File: src/rtl/mult_div_unit.sv
// mult_div_unit: iterative multiply/divide with HI/LO registers.
// One shift-add or restoring shift-subtract step per clock.
module mult_div_unit #(
  parameter int WIDTH = 32,
  parameter int CNT_W = 6
) (
  input  logic             clk,
  input  logic             rst,
  input  logic             start,
  input  logic [1:0]       op,
  input  logic [WIDTH-1:0] a,
  input  logic [WIDTH-1:0] b,
  input  logic             mthi,
  input  logic             mtlo,
  output logic             busy,
  output logic             done,
  output logic             div_zero,
  output logic [WIDTH-1:0] hi,
  output logic [WIDTH-1:0] lo
);

  localparam logic [0:0] IDLE = 1'b0;
  localparam logic [0:0] RUN  = 1'b1;

  logic [0:0]       state;
  logic [CNT_W-1:0] cnt;
  logic             is_div;
  logic             neg_q;
  logic             neg_r;
  logic             dz;
  logic [WIDTH-1:0] dvsr;
  logic [WIDTH:0]   acc_hi;
  logic [WIDTH-1:0] acc_lo;
  logic [WIDTH-1:0] hi_q;
  logic [WIDTH-1:0] lo_q;
  logic             done_q;
  logic             dz_q;

  logic             sgn;
  logic [WIDTH-1:0] a_abs;
  logic [WIDTH-1:0] b_abs;
  logic [WIDTH:0]   nxt_hi;
  logic [WIDTH-1:0] nxt_lo;
  logic [WIDTH:0]   rem_sh;
  logic [WIDTH+1:0] diff;
  logic [WIDTH:0]   sum;
  logic [2*WIDTH-1:0] prod;
  logic [2*WIDTH-1:0] prod_fix;
  logic [WIDTH-1:0] q_fix;
  logic [WIDTH-1:0] r_fix;
  logic             last;

  assign busy     = (state == RUN);
  assign done     = done_q;
  assign div_zero = dz_q;
  assign hi       = hi_q;
  assign lo       = lo_q;

  // operand magnitudes for the signed ops
  always_comb begin
    sgn   = ~op[0];
    a_abs = (sgn && a[WIDTH-1]) ? -a : a;
    b_abs = (sgn && b[WIDTH-1]) ? -b : b;
  end

  // one iteration step plus sign-corrected results for commit
  always_comb begin
    rem_sh = {acc_hi[WIDTH-1:0], acc_lo[WIDTH-1]};
    diff   = {1'b0, rem_sh} - {2'b00, dvsr};
    sum    = {1'b0, acc_hi[WIDTH-1:0]}
           + (acc_lo[0] ? {1'b0, dvsr} : '0);
    nxt_hi = '0;
    nxt_lo = '0;
    if (is_div) begin
      if (!diff[WIDTH+1]) begin
        nxt_hi = diff[WIDTH:0];
        nxt_lo = {acc_lo[WIDTH-2:0], 1'b1};
      end else begin
        nxt_hi = rem_sh;
        nxt_lo = {acc_lo[WIDTH-2:0], 1'b0};
      end
    end else begin
      nxt_hi = {1'b0, sum[WIDTH:1]};
      nxt_lo = {sum[0], acc_lo[WIDTH-1:1]};
    end
    prod     = {nxt_hi[WIDTH-1:0], nxt_lo};
    prod_fix = neg_q ? -prod : prod;
    q_fix    = dz ? '1 : (neg_q ? -nxt_lo : nxt_lo);
    r_fix    = neg_r ? -nxt_hi[WIDTH-1:0]
                     : nxt_hi[WIDTH-1:0];
    last     = (cnt == CNT_W'(WIDTH-1));
  end

  // control FSM, datapath registers and HI/LO
  always_ff @(posedge clk or negedge rst) begin
    if (!rst) begin
      state  <= IDLE;
      cnt    <= '0;
      is_div <= 1'b0;
      neg_q  <= 1'b0;
      neg_r  <= 1'b0;
      dz     <= 1'b0;
      dvsr   <= '0;
      acc_hi <= '0;
      acc_lo <= '0;
      hi_q   <= '0;
      lo_q   <= '0;
      done_q <= 1'b0;
      dz_q   <= 1'b0;
    end else begin
      done_q <= 1'b0;
      dz_q   <= 1'b0;
      unique case (state)
        IDLE: begin
          if (start) begin
            state  <= RUN;
            cnt    <= '0;
            is_div <= op[1];
            neg_q  <= sgn & (a[WIDTH-1] ^ b[WIDTH-1]);
            neg_r  <= sgn & op[1] & a[WIDTH-1];
            dz     <= op[1] & (b == '0);
            dvsr   <= b_abs;
            acc_hi <= '0;
            acc_lo <= a_abs;
          end else begin
            if (mthi) hi_q <= a;
            if (mtlo) lo_q <= a;
          end
        end
        RUN: begin
          acc_hi <= nxt_hi;
          acc_lo <= nxt_lo;
          cnt    <= cnt + 1'b1;
          if (last) begin
            state  <= IDLE;
            cnt    <= '0;
            done_q <= 1'b1;
            dz_q   <= dz;
            if (is_div) begin
              hi_q <= r_fix;
              lo_q <= q_fix;
            end else begin
              {hi_q, lo_q} <= prod_fix;
            end
          end
        end
        default: state <= IDLE;
      endcase
    end
  end

endmodule

File: config.mk
export PLATFORM = sky130hd
export DESIGN_NAME = mult_div_unit
export DESIGN_NICKNAME = d
export VERILOG_FILES = /design/src/rtl/mult_div_unit.sv
export SDC_FILE = /design/constraint.sdc
export NUM_CORES = 1
export LEC_CHECK = 0
export CAP_MARGIN = 20
export CORE_MARGIN = 2
export CORE_UTILIZATION = 45
export DETAILED_ROUTE_END_ITERATION = 8
export GPL_ROUTABILITY_DRIVEN = 1
export SLEW_MARGIN = 10
export SYNTH_ARGS = -nofsm -noshare
export SYNTH_HDL_FRONTEND = slang
export SYNTH_SLANG_ARGS = --single-unit
File: constraint.sdc
create_clock -name clk -period 7 [get_ports clk]
set_input_delay 2.1 -clock clk [delete_from_list [all_inputs] [get_ports clk]]
set_output_delay 2.1 -clock clk [all_outputs]
set_load 0.05 [all_outputs]
==> results of run 1 <==
## placed cells by master (no fill, tap or decap), types with 24 or more instances in the layout
cell type,count
o22ai_1,26
xnor2_1,85
dfrtp_1,171
ha_1,69
and2_1,43
nand2_1,250
nand3_1,28
o21ai_0,205
buf_4,30
xor2_1,70
nor3_1,48
nor2_1,121
o211ai_1,38
a21oi_1,150
clkdlybuf4s50_1,135
mux2i_1,42
a21o_1,27
or3_1,24
a31oi_1,32
inv_1,58
## worst max-delay path, cell delays in order, from the launching register on
cell and delay (ns):
dfrtp_1 0.42, ha_1 0.46, a21oi_1 0.29, o211ai_1 0.12, and3_1 0.23, or3_1 0.37, buf_4 0.19, a211oi_1 0.38
o21bai_1 0.25, ha_1 0.23, o21ai_1 0.10, or4_1 0.53, or4_1 0.55, nor2_1 0.24, nand3_1 0.19, nor3_1 0.53
nor2_1 0.28, o31a_1 0.36, xor2_1 0.14, a21oi_1 0.16, a21oi_1 0.09
## flip-flops by register name (all words and copies together), names as in the netlist, 6 cells and up
register,count
acc_hi,32
acc_lo,32
dvsr,32
hi,32
lo,32
cnt,6
## area by class of cell
class / instances / area [sq um]
diodes: 1 / 2.50
inverters: 61 / 229
clock buffers: 22 / 454
repair buffers: 170 / 1640
fillers: 3156 / 15300
clock inverters: 9 / 114
multi-input cells: 1567 / 10000
well taps: 442 / 553
flip-flops and latches: 173 / 4340
## stage by stage
stage,cells,total power [uW]
2_1_floorplan,1911,6360
6_report,2445,9640
5_1_grt,2444,10300
3_5_place_dp,2412,8500
4_1_cts,2443,9510
3_3_place_gp,2411,8470
## routing by layer
layer,GRT usage (%),wire length (um)
met5,0,19
met4,8.49,1230
met3,9.01,5370
met2,46.2,23500
met1,46.3,26000
## final timing paths
path	from	endpoint	slack [ns]	cells after the start
setup / recovery	acc_hi[13]$_DFFE_PN0P_	hi[26]$_DFFE_PN0P_	0.73	20
setup reg to reg	acc_hi[13]$_DFFE_PN0P_	hi[26]$_DFFE_PN0P_	0.73	20
max in group asynchronous	rst	is_div$_DFFE_PN0P_	4.26	2
hold reg to reg	hi[13]$_DFFE_PN0P_	hi[13]$_DFFE_PN0P_	0.48	2
min in group asynchronous	rst	hi[7]$_DFFE_PN0P_	1.70	1
hold / removal	hi[13]$_DFFE_PN0P_	hi[13]$_DFFE_PN0P_	0.48	2
## cell families after synthesis
kind of cell	after synthesis
muxes	58
buffers and inverters	171
adders and majority gates	71
xor gates and xnor gates	155
AOI/OAI and AO/OA	643
DFF	173
and+or+nand+nor	640
## power breakdown
| group | leakage, uW | internal (uW) | switching (uW) |
|---|---|---|---|
| clock network | 0.000267 | 536 | 442 |
| logic | 0.00488 | 2490 | 4350 |
| registers | 0.00211 | 1400 | 420 |
==> metrics.txt, run 1 <==
run status complete, no violations; count leader, synth nand2_1; DR vias/cell 6.15; layout cells sized above 1 6.04%; Die Y 187 um; total power per unit cell area 555 nW/um^2; CP Launch Type register; final hold violations 0; initial antenna violation count 2; Final ANT Viol Nets 0; dpl hpwl between 40,000 and 50,000 um; clk sinks about 170; vias 15,000; final setup vio count 0; largest net degree at the start of global routing 93; area grow syn2layout 15.5%; main combinational cell family by area after synthesis compound AO/OA/AOI/OAI gates; Worst Tran Pin Value 1.06 ns; H-tree depth 4; Final Cycle Share approximately nine tenths; area of the die 34,900 sq um; Root Buffer clkbuf_16; Hold Slack 0.478 ns; final wirelength between 50,000 and 60,000 um; Die X 187 um; GRT Total Usage 31.9%; CTS resizes 0; Clock Tree Buf Depth 2; Worst-Skew Late Latency 0.46 ns; Mapped Nets a little over 2,000; RePlAce Congestion between 0.9 and 1; Final Max Tran Viols 0; Synth area leader dfrtp_1; synthesized area per cell 7.87 sq um; Final Critical Period 6.27 ns; Synth async-reset ratio 100%; DRC 0; ranking of synthesized cells by area dfrtp_1, o21ai_0, nand2_1, ha_1, a21oi_1; first-pass GRT wire length ~86,000 um; max_cap viols 0; Post-Synth Simple-Gate Area 20.4%; ports placed on the boundary approximately 140; Worst Slack Setup Final between 0.7 and 0.8 ns; vias in the first global route 14,200; total gr overflow 0; setup bufs post-CTS 0; compound-gate portion of the synthesized area 27.2%; Num CTS Buffers 17; relative slew slack 28.1%; crit end category register; mux share of post-synthesis cell area 4.00%; crit path DAT 6.57 ns; Crit path required time roughly 7.3 ns; Max Clk Rate approximately 160 MHz; final core occ 53.1%; dpl ws 0.796 ns; final instance area about 17,000 sq um; Worst Setup Path Type reg2reg; Peak VDD IR 0.304 mV; Core ar. 32,700 sq um; DR iter-0 viols approximately 1,500; Post-synth EDFFs 0; synth unique cells 91; warnings from Yosys 0; Yosys reg bits 173; xor and xnor area share after synthesis 9.03%; RSZ-0062 raised after global routing false; Clock Skew 0.0169 ns; Leakage approximately 0.0073 uW; initial core utilization 46.0%; Hold Crit Class reg2reg; Fin Setup TNS 0 ns; cts hold-fix bufs 0; cell area after placement 16,800 sq um; Synth Flop Type dfrtp_1; Syn Std Cell Area 15,000 sq um; Crit Path Max Fanout 10; drt pass-1 iters 7; adder-cell share of the synthesized area around 6%; Nets 2,132; Reg clk slew, reported paths 0.07 ns; sequential area share after synthesis ~29%; DR WL/cell between 20 and 25 um; I/O Buffers 137; # rows 66; CTS tree built; Post-Syn Instances 1,911; Yosys top cell area share 28.8%; Commonest cells post-synth nand2_1, o21ai_0, dfrtp_1, a21oi_1, nor2_1
No activity file was read; power rests on OpenSTA's default activity.
==> run 2, diff against run 1 <==
CORE_ASPECT_RATIO = 1.2   (was not set)
CORE_MARGIN = not set   (was 2)
==> run 2 against run 1 <==
  * Clock-buffer cell count down 5
  * Non-clock buffer count decreased by 1
  * Combinational power shrank 1%
  * Final area about the same
  * First-iteration DRC count is 16% lower
  * Critical path depth decreased by 1
  * Worst hold slack gained 0.0048 ns
  * Cell count about the same
  * Critical path type unchanged
  * Largest cell class unchanged
  * Largest power group unchanged
==> metrics.txt, run 2 (synthesis results as in run 1) <==
run status complete, no violations; Fin Setup TNS 0 ns; vias 15,100; Crit path required time 7.39 ns; final wirelength about 58,000 um; DR vias/cell 6.16; Peak VDD IR between 0.2 and 0.25 mV; area grow syn2layout 15.5%; Crit path largest cell delay 0.55 ns; max_cap viols 0; total power per unit cell area 554 nW/um^2; Crit Path Max Fanout 9; Worst Setup Path Type reg2reg; setup bufs post-CTS 0; ports placed on the boundary about 140; Core ar. 32,500 sq um; Reg clk slew, reported paths roughly 0.080 ns; DR WL/cell 23.5 um; most frequent cells in the layout nand2_1, o21ai_0, dfrtp_1, a21oi_1, clkdlybuf4s50_1; busiest grt layer met2; crit path DAT roughly 6.6 ns; DR iter-0 viols 1,250; Final ANT Viol Nets 0; CTS resizes 0; Final Max Tran Viols 0; CTS tree built; commonest non-fill, non-tap cell in the layout nand2_1; first-pass GRT wire length 88,400 um; Num CTS Buffers 17; Clock Skew 0.0135 ns; H-tree depth 4; crit end category register; Root Buffer clkbuf_16; total gr overflow 0; layout cells sized above 1 6.19%; area of the die 34,100 sq um; dpl cells ~2,400; met2 usage in global routing approximately 60%; relative slew slack 26.2%; Final Cycle Share between 80% and 90%; I/O Buffers approximately 140; initial antenna violation count 0; buffer and inverter count on the worst path 0; RePlAce Congestion 0.974; Slowest-stage cell, CP or4_1; Nets between 2,000 and 2,500; drt pass-1 iters 5; Worst Tran Pin Value 1.11 ns; initial core utilization a little under half; cell family with most CP delay compound AO/OA/AOI/OAI gates; GRT Total Usage 34.2%; Hold Crit Class reg2reg; final hold violations 0; Cell Count, Final, Fillers Out 2,447; Die X between 150 and 200 um; CP Launch Type register; clk sinks 173; cells along the critical path ha_1 -> a21oi_4 -> o21ai_1 -> a221o_1 -> a221o_1 -> a211oi_1 -> o21bai_1 -> ha_1 -> o21ai_1 -> or4_1 -> or4_1 -> nor2_1 -> nand3_1 -> nor3_1 -> nor2_1 -> o41ai_2 -> xnor2_1 -> mux2i_1 -> a21oi_1; Leakage around 0.0073 uW; largest net degree at the start of global routing 70; met3 Resource Use GR 4.35%; DRC 0; Die Y approximately 200 um; dpl hpwl 44,300 um; # rows 72; Final Critical Period 6.26 ns; final setup vio count 0; RSZ-0062 raised after global routing false; Max Clk Rate 160 MHz; cts hold-fix bufs 0; vias in the first global route 14,700; global-route met1 utilization 40.6%; Worst-Skew Late Latency 0.46 ns; Clock Tree Buf Depth 2
-- run 2: path summary, 6_finish.rpt --
| check | startpoint | cells past startpoint | end | slack, ns |
|---|---|---|---|---|
| worst max-delay path | acc_hi[19]$_DFFE_PN0P_ | 19 | hi[18]$_DFFE_PN0P_ | 0.74 |
| worst min-delay path | lo[29]$_DFFE_PN0P_ | 2 | lo[29]$_DFFE_PN0P_ | 0.48 |
| worst max register to register | acc_hi[19]$_DFFE_PN0P_ | 19 | hi[18]$_DFFE_PN0P_ | 0.74 |
| worst min register to register | lo[29]$_DFFE_PN0P_ | 2 | lo[29]$_DFFE_PN0P_ | 0.48 |
| max in group asynchronous | rst | 2 | busy$_DFF_PN0_ | 3.92 |
| min in group asynchronous | rst | 1 | lo[12]$_DFFE_PN0P_ | 1.62 |
-- run 2: per-stage QoR --
stage / cell area, sq um / hold WS, ns / setup WS [ns] / power (uW) / util [%]
after global routing: 17400 / 0.509 / 0.295 / 10200 / 53.4
after detailed placement: 16700 / 0.470 / 0.854 / 8500 / 51.5
final: 17400 / 0.483 / 0.743 / 9620 / 53.4
after global placement: 16700 / 0.461 / 1.06 / 8500 / 51.5
after CTS: 17400 / 0.487 / 0.830 / 9540 / 53.4
after floorplan: 15000 / 0.464 / 1.84 / 6360 / -
-- run 2: power by group --
group / total (uW) / leakage (uW) / switching (uW) / internal (uW)
clock network: 1010 / 0.000295 / 522 / 486
logic: 6760 / 0.00487 / 4290 / 2460
registers: 1860 / 0.00211 / 460 / 1400
-- run 2: routing by layer --
layer	wire length, um	vias to the layer above
met3	2970	123
met2	29000	567
li1	-	7081
met1	22800	7300
met4	2840	0
met5	0	-
-- run 2: area by class of cell --
class                           instances  area [sq um]
Sequential cell                       173          4340
Tap cell                              444           556
Clock buffer                           17           425
Timing Repair Buffer                  169          1610
Fill cell                            3171         15200
Inverter                               61           229
Multi-Input combinational cell       1567         10000
Antenna cell                            1          2.50
Clock inverter                         15           184
-- run 2: worst min-delay path: stages, from the launching register on --
cell     delay [ns]
dfrtp_1        0.35
nand2_1        0.04
o21ai_0        0.06
==> run 3, diff against run 2 <==
DONT_BUFFER_PORTS = 1   (was not set)
==> run 3 against run 2 <==
  * Combinational power down 14%
  * Utilization down 4.4 points
  * Worst setup slack better by 0.017 ns
  * Global-route usage fell by 2.1 points
  * Critical path type unchanged
  * Largest power group unchanged
==> metrics.txt, run 3 (synthesis results as in run 1) <==
DR vias/cell 6.25; Worst-Skew Late Latency 0.48 ns; final hold violations 0; Nets 1,986; ports placed on the boundary 138; Inserted Diodes 0; # rows 72; max_cap viols 0; largest net degree at the start of global routing ~170; Die Y around 200 um; I/O Buffers 0; r2r startpoint acc_hi[19]$_DFFE_PN0P_; Endpoint, Worst Hold dvsr[12]$_DFFE_PN0P_; Crit path required time 7.38 ns; r2r setup slk 0.76 ns; Final Cycle Share between 80% and 90%; clk sinks between 150 and 200; drt pass-1 iters 7; area grow syn2layout 6.09%; most frequent cells in the layout nand2_1, o21ai_0, dfrtp_1, a21oi_1, nor2_1; commonest non-fill, non-tap cell in the layout nand2_1; H-tree depth 4; vias in the first global route ~14,000; final core occ 49.0%; final setup vio count 0; run status complete, no violations; Worst Setup Path Type reg2reg; layout cells sized above 1 6.14%; Critical Path Source acc_hi[19]$_DFFE_PN0P_; final wirelength 54,400 um; Final Critical Period 6.24 ns; Worst Tran Pin Value 1.13 ns; Leakage about 0.0067 uW; Worst R2R End hi[14]$_DFFE_PN0P_; total gr overflow 0; DR iter-0 viols 1,458; Clock Skew approximately 0.011 ns; CTS resizes 0; dpl hpwl 41,000 um; Fin Setup TNS 0 ns; Peak VDD IR 0.228 mV; CTS tree built; total power per unit cell area 576 nW/um^2; Clock Tree Buf Depth 2; Cells on Worst Hold Path 2; GRT Total Usage 32.1%; RSZ-0062 raised after global routing false; CP Launch Type register; first-pass GRT wire length about 84,000 um; HP Start dvsr[12]$_DFFE_PN0P_; setup bufs post-CTS 0; Crit Path Max Fanout 9; RePlAce Congestion 1.01; Die X 169 um; initial core utilization between 40% and 50%; Final ANT Viol Nets 0; crit end category register; Fillers 3,239; vias 14,400; Core ar. approximately 33,000 sq um; cts hold-fix bufs 0; relative slew slack 24.6%; initial antenna violation count 1; Final Max Tran Viols 0; DRC 0; DR WL/cell 23.6 um; Max Clk Rate 160 MHz; crit path DAT approximately 6.6 ns; Root Buffer clkbuf_16; r2r worst-path depth 20; Reg clk slew, reported paths 0.08 ns; area of the die ~34,000 sq um; Num CTS Buffers 17; Hold Crit Class reg2reg
-- run 3: routing by layer --
metal	vias up	wire (um)	global-route usage [%]
met2	540	26700	55.8
met4	2	2580	16.4
li1	6776	-	-
met3	122	3310	5.64
met1	6930	21800	37.6
met5	-	11	0
-- run 3: metrics by stage --
stage	cells	hold WS [ns]	setup WS, ns	cell area, sq um	power [uW]
after floorplan	1911	0.464	1.84	15000	6360
after global placement	2269	0.481	1.08	15300	8030
after detailed placement	2269	0.491	0.900	15300	8040
after CTS	2301	0.506	0.871	15900	9100
after global routing	2301	0.521	0.358	15900	9770
final	2301	0.499	0.760	15900	9190
-- run 3: how the worst max path moves through the flow --
stage	cells past startpoint	end	slack [ns]
after floorplan	21	hi[26]$_DFFE_PN0P_	1.84
after global placement	21	hi[14]$_DFFE_PN0P_	1.08
after detailed placement	20	hi[14]$_DFFE_PN0P_	0.90
after CTS	20	hi[14]$_DFFE_PN0P_	0.87
after global routing	21	hi[14]$_DFFE_PN0P_	0.36
final	20	hi[14]$_DFFE_PN0P_	0.76
-- run 3: where the power goes --
group / internal (uW) / switching, uW
Sequential: 1390 / 946
Combinational: 2190 / 3620
Clock: 541 / 495
Total: 4130 / 5060
-- run 3: cell type report --
cell class,instances,area [sq um],share of cell area (%)
flip-flops and latches,173,4340,27.2
clock inverters,14,174,1.09
well taps,444,556,3.48
clock buffers,18,429,2.69
repair buffers,24,180,1.13
multi-input cells,1567,10000,63.0
inverters,61,229,1.44
-- run 3: critical path, stage by stage, from the launching register on --
cell and delay (ns):
dfrtp_1 0.43, ha_1 0.43, a21oi_4 0.24, o21ai_1 0.10, a221o_1 0.42, a221o_1 0.48
a211oi_1 0.45, o21bai_1 0.25, ha_1 0.23, o21ai_1 0.09, or4_1 0.55, or4_1 0.56
nor2_1 0.25, nand3_1 0.18, nor3_1 0.40, nor2_1 0.26, nor2_1 0.14, a41oi_1 0.14
xnor2_1 0.25, a21oi_1 0.10, a21o_1 0.18
